### config.mk
export PLATFORM = sky130hd
export DESIGN_NAME = bambu_mem_channel
export DESIGN_NICKNAME = d
export VERILOG_FILES = /design/src/rtl/bambu_mem_model_pkg.sv /design/src/rtl/bambu_mem_channel.sv
export SDC_FILE = /design/constraint.sdc
export NUM_CORES = 1
export LEC_CHECK = 0
export CAP_MARGIN = 20
export CORE_MARGIN = 2
export CORE_UTILIZATION = 36
export CTS_CLUSTER_DIAMETER = 100
export DETAILED_ROUTE_END_ITERATION = 16
export GPL_TIMING_DRIVEN = 0
export PLACE_DENSITY_LB_ADDON = 0.08
export SYNTH_ARGS = -nofsm -noshare
export SYNTH_HDL_FRONTEND = slang
export SYNTH_SLANG_ARGS = --single-unit
### constraint.sdc
create_clock -name clk_i -period 1.8 [get_ports clk_i]
set_input_delay 0.36 -clock clk_i [delete_from_list [all_inputs] [get_ports clk_i]]
set_output_delay 0.36 -clock clk_i [all_outputs]
set_load 0.02 [all_outputs]
### src/rtl/bambu_mem_model_pkg.sv
// Shared types and helpers for the bambu memory model: access decode,
// address window test, size-to-mask conversion and default delays.
package bambu_mem_model_pkg;

  localparam int unsigned DEF_RD_DELAY = 2;
  localparam int unsigned DEF_WR_DELAY = 1;
  localparam int unsigned CNT_W        = 4;
  localparam int unsigned MAX_DATA_W   = 1024;

  typedef enum logic [1:0] {
    ACC_NONE,
    ACC_READ,
    ACC_WRITE,
    ACC_ERR
  } access_e;

  function automatic logic in_range(int unsigned addr, int unsigned base, int unsigned size);
    return (addr >= base) && (addr < base + size);
  endfunction

  // Size 0 or a size covering the whole word selects every bit.
  function automatic logic [MAX_DATA_W-1:0] size_mask(int unsigned size, int unsigned data_w);
    if (size == 0 || size >= data_w) return '1;
    return (MAX_DATA_W'(1) << size) - MAX_DATA_W'(1);
  endfunction

  // Conflicting oe/we is flagged even for addresses outside the window.
  function automatic access_e decode_access(logic oe, logic we, logic hit);
    if (oe && we) return ACC_ERR;
    if (!hit)     return ACC_NONE;
    if (oe)       return ACC_READ;
    if (we)       return ACC_WRITE;
    return ACC_NONE;
  endfunction

endpackage

### src/rtl/bambu_mem_channel.sv
// One memory channel: held-cycle counter, read sampling pipeline,
// completion strobe and sticky oe/we conflict flag.
module bambu_mem_channel
  import bambu_mem_model_pkg::*;
#(
  parameter int unsigned ADDR_W    = 7,
  parameter int unsigned DATA_W    = 8,
  parameter int unsigned MEMSIZE   = 32,
  parameter int unsigned BASE_ADDR = 0,
  parameter int unsigned RD_DELAY  = DEF_RD_DELAY,
  parameter int unsigned WR_DELAY  = DEF_WR_DELAY
) (
  input  logic              clk_i,
  input  logic              rst_ni,
  input  logic              oe_i,
  input  logic              we_i,
  input  logic [ADDR_W-1:0] addr_i,
  input  logic [DATA_W-1:0] mem_rdata_i,
  output logic              data_rdy_o,
  output logic [DATA_W-1:0] rdata_o,
  output logic              wr_commit_o,
  output logic              err_o
);

  localparam int unsigned     NSTG    = RD_DELAY - 1;
  localparam logic [CNT_W-1:0] RD_LAST = CNT_W'(RD_DELAY - 1);
  localparam logic [CNT_W-1:0] WR_LAST = CNT_W'(WR_DELAY - 1);

  access_e           acc;
  logic              done;
  logic [CNT_W-1:0]  cnt_q, cnt_d;
  logic              err_q, err_d;
  logic [DATA_W-1:0] pipe_q [NSTG];

  always_comb begin
    acc  = decode_access(oe_i, we_i, in_range(32'(addr_i), BASE_ADDR, MEMSIZE));
    done = 1'b0;
    unique case (acc)
      ACC_READ:  done = (cnt_q == RD_LAST);
      ACC_WRITE: done = (cnt_q == WR_LAST);
      default:   done = 1'b0;
    endcase
    cnt_d = ((acc == ACC_READ || acc == ACC_WRITE) && !done) ? cnt_q + CNT_W'(1) : '0;
    err_d = err_q | (acc == ACC_ERR);
  end

  // Strobe is combinational so WR_DELAY=1 completes in the request cycle;
  // gating with reset keeps outputs quiet for the whole reset window.
  assign data_rdy_o  = done & rst_ni;
  assign wr_commit_o = data_rdy_o && (acc == ACC_WRITE);
  assign rdata_o     = (data_rdy_o && acc == ACC_READ) ? pipe_q[NSTG-1] : '0;
  assign err_o       = err_q;

  always_ff @(posedge clk_i or negedge rst_ni) begin
    if (!rst_ni) begin
      cnt_q <= '0;
      err_q <= 1'b0;
      for (int unsigned s = 0; s < NSTG; s++) pipe_q[s] <= '0;
    end else begin
      cnt_q     <= cnt_d;
      err_q     <= err_d;
      pipe_q[0] <= mem_rdata_i;
      for (int unsigned s = 1; s < NSTG; s++) pipe_q[s] <= pipe_q[s-1];
    end
  end

endmodule

==> results by group, run 1 <==
Timing
  – Slew Limit Headroom: 0.591
  – Final setup viols: 10
  – Peak Freq: 474 MHz
  – Fin worst setup slack: -308 ps
  – Hold Fails Final Rpt: 0
  – Final min period: 2110 ps
  – Pins over their slew limit: 0
  – Unrepaired setup endpoints after global routing: yes
  – Worst Clk Skew: 0.284 ps
  – Worst-margin pin slew: 611 ps
  – Post-route clock period utilization: 1.17

Synthesis
  – #FFs+latches synth: 13
  – Synth Area in Simple Gates: 0.267
  – Adder-cell area share of the yosys netlist: 0.0907
  – Synth Instances: 52
  – Post-synthesis instance area: 689 um^2
  – Number of library cell types mapped by synthesis: 21
  – Syn Nets: 76
  – Ys Warns: 0
  – Fraction of the yosys area taken by sequential cells: 0.472
  – Post-synthesis mux area share: 0.0163
  – Syn_area_per_cell: 13.3 um^2
  – Largest family of logic cells by synthesized area: simple AND/OR/NAND/NOR gates
  – Xor and xnor area share after synthesis: 0.0127
  – Post-synthesis compound-gate area fraction: 0.107

Cells and area
  – Final Core Density: 0.687
  – Commonest non-fill, non-tap cell in the layout: buf_4
  – Fillers: 156
  – Non-Filler Instances: 117
  – Layout Nets: 117
  – Area delta synth->final: 75.7%
  – # diodes: 0
  – Finished Cell Area: 1210 um^2
  – Layout cell share with drive strength beyond 1: 0.543
  – Most frequent cells in the layout: buf_4 (19), dfrtp_1 (13), nor4b_4 (9), clkdlybuf4s50_1 (9), buf_6 (6)

Pwr
  – Pwr per Cell Area: 639 nW/um^2
  – Max rail drop VDD: 0.000419 V
  – Total chip power: 0.000774 W
  – Leak Pwr: 0.541 nW

Worst hold path
  – Hold/Removal Path Class: input port to flip-flop

Global routing
  – GRT Util Overall: 0.175
  – First-pass GRT wire length: 2630 um
  – Largest net degree at the start of global routing: 14
  – Overflow after GRT: 0
  – Vias in the first global route: 572
  – Initial antenna violation count: 0

CTS
  – H-tree Lvls: 1
  – CTS Buf Count: 3
  – Clock Pin Slew Worst Setup and Hold Paths: 80 ps
  – Clk_lat worst skew: 290 ps
  – Clock tree buffer depth: 2
  – Clk root buf: clkbuf_4
  – CTS tree: yes
  – Number of clock sinks: 13

Worst setup path
  – CP max FO: 4
  – Data required, critical path: 1440 ps
  – Worst Path Arrival: 1750 ps
  – CP dominant cell by count: buf_4
  – Cell class contributing the biggest share of worst-path delay: buffers and inverters
  – Crit end category: output port
  – Worst path bufs/invs: 5
  – CP cell instances: buf_6 -> nor2_4 -> buf_4 -> o21ai_2 -> ha_4 -> buf_4 -> buf_4 -> nor4b_4 -> buf_4
  – Worst path max stage delay: 260 ps
  – CP Class: input port to output port
  – CP startpoint kind: input port
  – CP max stage cell: nor4b_4

Route
  – Uppermost layer routed: met4
  – Routed Antenna Nets: 0
  – Final wirelength: 1610 um
  – DR WL met3: 89 um
  – Metal2 WL: 793 um
  – DRT met1 WL: 691 um
  – DRT Pass-1 Iters: 4
  – Via density: 4.80
  – Drt wl/cell: 13.7 um
  – Iter 0 DRT Violations: 7
  – Via count: 562
  – DRC: 0

Floorplanning
  – Die area: 2280 um^2
  – Die width: 47.8 um
  – # rows: 15
  – Die Span Y: 47.8 um
  – Ports: 30
  – Starting Density: 0.391
  – Core Box Area: 1760 um^2

Placement
  – Placed inst area: 1070 um^2
  – DP Cell Count: 101
  – I/O Buffers: 24
  – Final Wtd Congestion: 0.690

Outcome
  – Violated checks: setup timing
  – Status: finished, violations left

Flow run
  – Total of max-cap violations: 0
## Yosys cell counts
| master | count | area [um^2] |
|---|---|---|
| dfrtp_1 | 13 | 325 |
| nor4b_2 | 9 | 135 |
| ha_1 | 5 | 62.6 |
| nor2_1 | 3 | 11.3 |
| a211oi_1 | 2 | 15.0 |
| inv_1 | 2 | 7.51 |
| nand2b_1 | 2 | 12.5 |
| o21a_1 | 2 | 15.0 |
| o21ai_0 | 2 | 10.0 |
| a21o_1 | 1 | 7.51 |
| a21oi_1 | 1 | 5.00 |
| a22o_1 | 1 | 8.76 |
| a22oi_2 | 1 | 12.5 |
| buf_6 | 1 | 11.3 |
| clkbuf_2 | 1 | 5.00 |
| mux2_2 | 1 | 11.3 |
| nand3_1 | 1 | 5.00 |
| nor2b_1 | 1 | 6.26 |
| nor3_1 | 1 | 5.00 |
| or3b_1 | 1 | 8.76 |
| xnor2_1 | 1 | 8.76 |
## layer usage
metal | track usage | vias up
met5 | 0 | -
met1 | 0.202 | 271
li1 | - | 273
met3 | 0.0491 | 3
met4 | 0.0973 | 0
met2 | 0.291 | 15
## power breakdown
part / leakage [nW] / internal, W / switching, W
clock network: 0.0150 / 0.0000863 / 0.000103
registers: 0.156 / 0.000311 / 0.0000100
logic: 0.370 / 0.000133 / 0.000131
## worst register-to-register path, stage by stage, from the launching register on
cell and delay [ps]:
dfrtp_1 370, inv_1 70, ha_1 200, a22o_1 270
a211oi_1 210
## final cells by class
| class | instances | area (um^2) | area share |
|---|---|---|---|
| inverter | 2 | 7.51 | 0.00620 |
| clock buffer | 4 | 26.3 | 0.0217 |
| buffer | 1 | 20.0 | 0.0165 |
| timing repair buffer | 37 | 320 | 0.264 |
| multi-input combinational | 35 | 480 | 0.397 |
| tap | 25 | 31.3 | 0.0258 |
| sequential | 13 | 325 | 0.269 |
## flip-flops by register name, indices dropped and copies added (netlist names)
signal / flops
cnt_q: 4
err_o: 1
pipe_q: 8
## cells by family (layout without fill, tap and decap cells)
family                   Yosys count  count (layout)
multiplexers                       1               1
XOR/XNOR                           1               1
flip-flops                        13              13
buffers and inverters              4              44
AO/OA/AOI/OAI                     10              10
AND/OR/NAND/NOR                   18              18
adder cells (fa/ha/maj)            5               5
## path summary, 6_finish.rpt
kind                       depth (start not counted)  slack [ps]                   to               start
hold reg to reg                                    1         460      err_o$_DFF_PN0_     err_o$_DFF_PN0_
setup reg to reg                                   4         600   cnt_q[0]$_DFF_PN0_  cnt_q[1]$_DFF_PN0_
setup / recovery                                   9        -310          wr_commit_o           addr_i[6]
min in group asynchronous                          2         630  pipe_q[3]$_DFF_PN0_              rst_ni
hold / removal                                     2         360      err_o$_DFF_PN0_                we_i
max in group asynchronous                          2         780      err_o$_DFF_PN0_              rst_ni
## through the flow
step                      TNS, ps  hold slack (ps)  worst slack [ps]
final                       -2690              360              -308
after floorplan             -2790             64.4              -286
after CTS                   -2550              357              -325
after global routing        -3370              372              -362
after detailed placement   -14730              444             -1470
after global placement     -14650              439             -1460
## repair_timing
action                                 CTS  global route
pin swaps                                8             6
hold buffers                             1             0
setup endpoints to repair               10            10
resized for setup                       88             1
setup buffers                            9             3
endpoints found under the hold margin   13             0
(Power assumes the default switching activity.)
==> run 2: changes to the inputs <==
CAP_MARGIN = 30   (was 20)
CTS_CLUSTER_SIZE = 40   (was default)
==> results of run 2 <==
The final DEF is identical to that of run 1; final timing and power are the same.
==> run 3: changes to the inputs <==
CORE_UTILIZATION = 38   (was 36)
CTS_BUF_LIST = sky130_fd_sc_hd__clkbuf_2   (was default)
GPL_ROUTABILITY_DRIVEN = 1   (was default)
==> results by group, run 3 (synthesis results as in run 1) <==
Placement
  – Final Wtd Congestion: 0.674
  – Pre-CTS setup slack: -1460 ps
  – DP Cell Count: 101
  – Post-DP HPWL: 1000 um
  – I/O Buffers: 24

Worst setup path
  – CP startpoint kind: input port
  – Data required, critical path: 1440 ps
  – Reg-to-reg startpoint: cnt_q[0]$_DFF_PN0_
  – R2R depth: 5
  – CP Class: input port to output port
  – Crit end category: output port
  – CP max FO: 8
  – Critical path origin: addr_i[6]
  – R2R setup slack: 490 ps
  – Worst Path Arrival: 1690 ps
  – Reg-to-reg endpoint: cnt_q[2]$_DFF_PN0_

Route
  – Via density: 4.83
  – Iter 0 DRT Violations: 4
  – DRC: 0
  – Final wirelength: 1530 um
  – Via count: 551
  – DRT Pass-1 Iters: 4
  – Drt wl/cell: 13.5 um
  – Routed Antenna Nets: 0

Timing
  – Setup TNS: -2180 ps
  – Fin worst setup slack: -252 ps
  – Slew Limit Headroom: 0.586
  – Hold Fails Final Rpt: 0
  – WHS: 361 ps
  – Post-route clock period utilization: 1.14
  – Peak Freq: 487 MHz
  – Unrepaired setup endpoints after global routing: yes
  – Final min period: 2050 ps
  – Worst Clk Skew: 7.72 ps
  – Pins over their slew limit: 0
  – Final setup viols: 10
  – Worst-margin pin slew: 619 ps

Cells and area
  – Biggest register: pipe_q
  – Non-Filler Instances: 114
  – Most frequent cells in the layout: buf_4 (16), dfrtp_1 (12), nor4b_4 (9), clkdlybuf4s50_1 (9)
  – # diodes: 0
  – Layout cell share with drive strength beyond 1: 0.596
  – Largest register FFs: 8
  – Area delta synth->final: 75.7%
  – Layout Nets: 114
  – Commonest non-fill, non-tap cell in the layout: buf_4

Outcome
  – Violated checks: setup timing
  – Status: finished, violations left

Global routing
  – First-pass GRT wire length: 2500 um
  – Largest net degree at the start of global routing: 14
  – Met1 usage: 0.209
  – Met3 Use GR: 0.0471
  – GRT Util Overall: 0.171
  – GR Util met2: 0.281
  – Overflow after GRT: 0
  – Global route hottest layer: met2
  – Vias in the first global route: 570
  – Initial antenna violation count: 0

Floorplanning
  – Die Span Y: 46.6 um
  – Core Box Area: 1710 um^2
  – Ports: 30
  – Die width: 46.6 um
  – # rows: 15
  – Starting Density: 0.404
  – Die area: 2170 um^2

CTS
  – Number of clock sinks: 13
  – CTS tree: yes
  – H-tree Lvls: 1
  – Clock Pin Slew Worst Setup and Hold Paths: 130 ps
  – Clock tree buffer depth: 2
  – Clk root buf: clkbuf_2
  – CTS Buf Count: 3
  – Clk_lat worst skew: 280 ps

Worst hold path
  – Hold/Removal Path Class: input port to flip-flop
  – HP Start: we_i
  – Hold path cells: 2
  – WHS Endpoint: err_o$_DFF_PN0_

Pwr
  – Leak Pwr: 0.530 nW
  – Total chip power: 0.000764 W
  – Pwr per Cell Area: 630 nW/um^2
  – Max rail drop VDD: 0.000357 V

Flow run
  – Total of max-cap violations: 0
## run 3: how the worst max path moves through the flow
stage                        endpoint  cells past startpoint
after floorplan            rdata_o[0]                      5
after global placement    wr_commit_o                      7
after detailed placement   rdata_o[3]                      7
after CTS                  rdata_o[0]                      8
after global routing       rdata_o[3]                      7
final                      rdata_o[3]                      7
## run 3: layer usage
metal | vias to the layer above | routed length, um
li1 | 270 | -
met1 | 261 | 570
met2 | 17 | 837
met3 | 3 | 102
met4 | 0 | 23
met5 | - | 0
## run 3: power by group
group | total, W | internal, W | switching [W]
logic | 0.000278 | 0.000144 | 0.000133
clock network | 0.000158 | 0.0000589 | 0.0000996
registers | 0.000327 | 0.000312 | 0.0000154
total | 0.000764 | 0.000515 | 0.000248
## run 3: timing repair
action	CTS	global route
gates resized for setup	80	13
pin swaps	7	10
hold endpoints to repair	13	0
setup buffers	8	1
setup endpoints to repair	10	10
hold buffers	1	0
## run 3: layout make-up
type                    count  area, um^2
multi-input cells          35         505
inverters                   2        7.51
well taps                  25        31.3
fillers                   137         497
clock buffers               4        20.0
plain buffers               1        20.0
flip-flops and latches     13         327
repair buffers             34         300
## run 3: metrics by stage
step,instance area [um^2],utilization
after global placement,1070,0.624
after CTS,1190,0.697
final,1210,0.709
after global routing,1210,0.709
after detailed placement,1070,0.624
after floorplan,795,-
## run 3: critical path, stage by stage
cell and delay (ps):
buf_6 90, nor2_4 130, o21a_1 170, ha_4 210, nand2b_4 240, nor4b_4 300
buf_4 180
==> RTL edit 1, RTL diff (flow settings as in run 3) <==
Set the parameter `ADDR_W` to 8 (it was 7).
--- a/src/rtl/bambu_mem_channel.sv
+++ b/src/rtl/bambu_mem_channel.sv
@@ -3,7 +3,7 @@
 module bambu_mem_channel
   import bambu_mem_model_pkg::*;
 #(
-  parameter int unsigned ADDR_W    = 7,
+  parameter int unsigned ADDR_W    = 8,
   parameter int unsigned DATA_W    = 8,
   parameter int unsigned MEMSIZE   = 32,
   parameter int unsigned BASE_ADDR = 0,
Ports: changed (resized addr_i); port bits go from 30 to 31. The function was not compared with the original's and may differ.
==> RTL edit 1 against run 3 <==
- total power shrank 7.2%
- combinational power shrank 18%
- critical path type unchanged
- cell area shrank 1.2%
- worst setup slack lost 120 ps
- area after synthesis grew 0.18%
- sequential cell count is the same
- largest cell class unchanged
- first-iteration DRC count grew 25%
- the run still ends with setup timing left
- cell count grew 0.88%
- die area grew 0.15%
- routed wire length grew 3.4%
- sequential power shrank 2%
- critical endpoint is now rdata_o[0]
==> RTL edit 1: results (changes against run 3) <==
GRT
  • Largest net degree at the start of global routing: 14 (unchanged)
  • All-layer global routing usage: 16.77% (-0.30 points)
  • Initial antenna violation count: 0 (unchanged)
  • First-pass GRT wire length: 2573 µm (+2.8%)

Status
  • Violated checks: setup timing
  • Status: finished, violations left

Min path
  • HP Start: oe_i
  • Hold Path Class: input pin to flip-flop
  • WHS Endpoint: err_o
  • Hold Crit Depth: 2 (unchanged)

Worst setup path
  • Reg2reg path depth: 4 (-1)
  • Crit-path max FO: 8 (unchanged)
  • Worst EP arrival: 1820 ps (+130 ps)
  • Reg2Reg Capture Point: cnt_q[2]
  • Reg-to-reg critical path startpoint: cnt_q[0]
  • Reg-to-reg slack, setup: 500 ps

Power
  • Peak VDD IR: 0.0003914 V (+9.8%)
  • Pleak: 0.5356 nW (+1.0%)

Logic synthesis
  • Number of synthesized flops with an enable pin: 0 (unchanged)
  • Yosys cell types: 21 (unchanged)
  • Fraction of the yosys area taken by sequential cells: 47.10% (-0.085 points)
  • Synth Net Count: 77 (+1.3%)
  • Synth async-reset ratio: 100.0% (unchanged)
  • Synth Area in Compound Gates: 10.69% (-0.019 points)
  • Primary FF master, synth: dfrtp_1
  • Synth area leaders: dfrtp_1 47%, nor4b_2 20%, ha_1 9.1%
  • Ys Warns: 0 (unchanged)
  • Most instantiated cells after synthesis: 13 x dfrtp_1, 9 x nor4b_2, 5 x ha_1
  • Adder-cell share of the synthesized area: 9.058% (-0.016 points)
  • Multiplexer share of the synthesized area: 1.630% (-0.0030 points)
  • XOR/XNOR Fraction of Synth Area: 1.268% (-0.0023 points)

Placement
  • Final Wtd Congestion: 0.6382 (-5.3%)
  • Setup slack at placement: -1553 ps (-91.81 ps)
  • Final HPWL DP: 1047 µm (+4.5%)
  • PortBufs: 25 (+4.2%)

Route
  • Detailed Routing Iterations Pass 1: 2 (-2)
  • Vias post-DR: 559 (+1.5%)
  • DRT iter0 DRCs: 5 (+1)
  • Routed wire length: 1586 µm (+3.4%)

Clock network
  • Clk slew on worst S/H paths: 150 ps (+20 ps)
  • Clock Tree Root: clkbuf_2
  • Worst-Skew Late Latency: 260 ps (-20 ps)
  • TritonCTS Buffers: 3 (unchanged)
  • H-tree levels: 1 (unchanged)

STA
  • Worst-margin pin slew: 619.2 ps (+0.07069 ps)
  • Post-route setup slack: -375.4 ps (-123.2 ps)
  • Final Setup Violations: 10 (unchanged)
  • Worst Skew: 0.2976 ps (-7.424 ps)

Finish
  • Final net count: 116 (+1.8%)
  • Fillcell total: 143 (+4.4%)
  • Share of layout cells above drive strength 1: 51.11% (-8.4 points)
  • Ant. Diodes: 0 (unchanged)
  • Reg with most FFs: pipe_q
  • Max reg flops: 8 (unchanged)
RTL edit 1: cell types whose count changed after synthesis, sizes merged:
| cell | delta |
|---|---|
| nor2 | -1 |
| nor3 | +1 |
RTL edit 1: worst max-delay path by stage:
stage              start         end  cells past startpoint  slack, ps
3_5_place_dp   addr_i[7]  rdata_o[4]                      7      -1550
4_1_cts        addr_i[5]  rdata_o[4]                      8       -400
6_report       addr_i[6]  rdata_o[0]                      8       -380
3_3_place_gp   addr_i[7]  rdata_o[7]                      7      -1540
5_1_grt        addr_i[6]  rdata_o[4]                      9       -470
2_1_floorplan  addr_i[7]  rdata_o[0]                      5       -410
RTL edit 1: metal layers:
layer | global-route usage (%) | part of all wire (%)
met1 | 20.38 | 39
met2 | 28.89 | 53
met3 | 5.490 | 8.5
met4 | 3.333 | 0.32
met5 | 0 | 0
RTL edit 1: cell families (layout without fill, tap and decap cells):
kind of cell | count (synthesis) | count (layout)
adders and majority gates | 5 | 5
muxes | 1 | 1
DFF | 13 | 13
and+or+nand+nor | 18 | 18
buffers and inverters | 4 | 42
AOI/OAI and AO/OA | 10 | 10
xor gates and xnor gates | 1 | 1
RTL edit 1: power by group:
part           internal (W)  switching [W]  total, W
clock network     0.0000590       0.000100  0.000159
logic              0.000116       0.000112  0.000228
registers          0.000309      0.0000109  0.000320
total              0.000485       0.000224  0.000708
RTL edit 1: cell type report:
cell class	instances	area share, %
Buffer	2	3.033
Clock buffer	4	1.674
Inverter	2	0.6276
Multi-Input combinational cell	35	40.06
Sequential cell	13	27.20
Tap cell	25	2.615
Timing Repair Buffer	34	24.79
RTL edit 1: worst max-delay path: stages:
cell and delay (ps):
buf_6 100, nor3_4 220, o21a_1 180, ha_4 230
nand2b_4 140, clkbuf_16 170, nor4b_4 240, buf_4 170
RTL edit 1: stage by stage:
step	utilization (%)	hold slack (ps)	TNS [ps]	area [µm²]	std cells
after CTS	68.77	445.1	-3280	1187	114
final	69.28	467.0	-3504	1196	115
after detailed placement	62.32	447.6	-15870	1076	102
after global routing	69.28	468.5	-4460	1196	115
after floorplan	-	64.41	-4005	794.5	52
after global placement	62.32	438.5	-15710	1076	102
RTL edit 1: timing repair:
action / CTS / global route
endpoints found under the hold margin: 13 / 0
endpoints found under the setup margin: 10 / 10
hold buffers: 1 / 0
setup buffers: 7 / 1
cloned: 0 / 0
pin swaps: 7 / 4
resized for setup: 84 / 1
==> RTL edit 2, RTL diff (settings of run 3) <==
Made on the original files. Put one more register stage on the output `err_o`, without a reset. The value now appears one clock later. The other outputs are not delayed to match.
--- a/src/rtl/bambu_mem_channel.sv
+++ b/src/rtl/bambu_mem_channel.sv
@@ -49,7 +49,9 @@
   assign data_rdy_o  = done & rst_ni;
   assign wr_commit_o = data_rdy_o && (acc == ACC_WRITE);
   assign rdata_o     = (data_rdy_o && acc == ACC_READ) ? pipe_q[NSTG-1] : '0;
-  assign err_o       = err_q;
+  always_ff @(posedge clk_i) begin
+    err_o <= err_q;
+  end
 
   always_ff @(posedge clk_i or negedge rst_ni) begin
     if (!rst_ni) begin
Behaviour: not the same (Yosys sat finds a counterexample within 4 cycles, from zero or initial values and one cycle with rst_ni low).
==> RTL edit 2 against run 3 <==
- the flow still finishes with violations (setup timing)
- worst setup slack lost 14 ps
- sequential cell count grew 1
- routed wire length grew 14%
- cell area grew 2.6%
- area after synthesis rose by 2.9%
- total power is 3.4% higher
- critical path type is now flip-flop to primary output
- critical endpoint is now rdata_o[1]
- largest cell class unchanged
- largest power group unchanged
==> RTL edit 2: results (changes against run 3) <==
Status
  • Status: finished, violations left
  • Violated checks: setup timing

Logic synthesis
  • Synth async-reset ratio: 92.86% (-7.1 points)
  • Synth area leaders: dfrtp_1 46%, nor4b_2 19%, ha_1 8.8%
  • Synth Area in Compound Gates: 10.41% (-0.30 points)
  • XOR/XNOR Fraction of Synth Area: 1.235% (-0.036 points)
  • Fraction of the yosys area taken by sequential cells: 48.68% (+1.5 points)
  • Multiplexer share of the synthesized area: 1.587% (-0.046 points)
  • Synth Net Count: 77 (+1.3%)

STA
  • Max-slew headroom: 56.75% (-1.8 points)
  • Worst Skew: 12.02 ps (+4.297 ps)
  • Post-route setup slack: -265.8 ps (-13.62 ps)
  • Final Setup Violations: 10 (unchanged)

Placement
  • Final HPWL DP: 1084 µm (+8.2%)
  • Area after DPL: 1086 µm² (+1.9%)
  • Final Wtd Congestion: 0.7280 (+8.1%)

GRT
  • Vias in the first global route: 557 (-2.3%)
  • All-layer global routing usage: 17.55% (+0.48 points)
  • First-pass GRT wire length: 2608 µm (+4.2%)

Finish
  • Share of layout cells above drive strength 1: 57.45% (-2.1 points)

Clock network
  • Deepest clock path buffer count: 2 (unchanged)

Route
  • Routed wire length: 1744 µm (+14%)
  • Number of vias per cell: 4.891 (+1.2%)

Power
  • Net Sw Frac: 31.15% (-1.4 points)
  • Peak VDD IR: 0.0004770 V (+34%)
  • Pleak: 0.5632 nW (+6.2%)

Worst setup path
  • Worst EP arrival: 1710 ps (+20 ps)
==> RTL edit 2: cell count changes after synthesis, sizes merged <==
cell	before	now
dfxtp	0	1
==> RTL edit 2: through the flow <==
stage | cells | power, W | setup slack, ps | util (%) | TNS [ps]
after floorplan | 53 | 0.0004826 | -285.5 | - | -2788
after global routing | 119 | 0.0008300 | -360.8 | 71.18 | -3155
after global placement | 102 | 0.0005426 | -1457 | 62.22 | -14630
after CTS | 116 | 0.0007975 | -346.2 | 71.33 | -2943
after detailed placement | 102 | 0.0005488 | -1483 | 62.22 | -14940
final | 119 | 0.0007898 | -265.8 | 71.18 | -2278
==> RTL edit 2: final timing paths <==
| check | start | end | slack, ps | cells after the start |
|---|---|---|---|---|
| max | cnt_q[3] | rdata_o[1] | -270 | 4 |
| min | we_i | err_q | 360 | 2 |
| max reg2reg | cnt_q[1] | cnt_q[2] | 500 | 5 |
| min reg2reg | err_q | err_o | 400 | 0 |
| max in group asynchronous | rst_ni | pipe_q[3] | 740 | 2 |
| min in group asynchronous | rst_ni | pipe_q[5] | 640 | 2 |
==> RTL edit 2: cells by family (layout without fill, tap and decap cells) <==
logic type,count (synthesis),count (layout)
AO/OA/AOI/OAI,10,10
XOR/XNOR,1,1
buffers and inverters,4,45
flip-flops,14,14
AND/OR/NAND/NOR,18,18
multiplexers,1,1
adder cells (fa/ha/maj),5,5
==> RTL edit 2: layout make-up <==
cell class	count	area, µm²
inverters	2	7.507
plain buffers	1	20.02
flip-flops and latches	14	345.3
multi-input cells	35	471.7
well taps	25	31.28
fillers	130	503.0
clock buffers	4	20.02
repair buffers	38	346.6
==> RTL edit 2: worst max-delay path, cell delays in order, from the launching register on <==
cell and delay (ps):
dfrtp_1 420, or3b_4 410, buf_12 170, nor4b_4 260
buf_4 180
==> RTL edit 2: timing repair <==
item	4_1_cts	5_1_grt
setup endpoints to repair	10	10
hold buffers	1	0
pin swaps	9	9
endpoints found under the hold margin	13	0
setup buffers	8	4
resized for setup	86	3
gates cloned	1	0
==> RTL edit 2: power by group through the flow <==
stage	clock (W)	sequential [W]	combinational, W
after floorplan	0	0.000350	0.000133
after global placement	0	0.000353	0.000190
after detailed placement	0	0.000353	0.000196
after CTS	0.000165	0.000342	0.000290
after global routing	0.000175	0.000346	0.000309
final	0.000158	0.000343	0.000289
==> RTL edit 2: layer usage <==
layer / vias to the layer above / track usage, % / routed length (µm)
met3: 6 / 3.077 / 111
met1: 278 / 19.95 / 679
met2: 21 / 31.51 / 899
li1: 277 / - / -
met5: - / 0 / 0
met4: 0 / 8.333 / 54
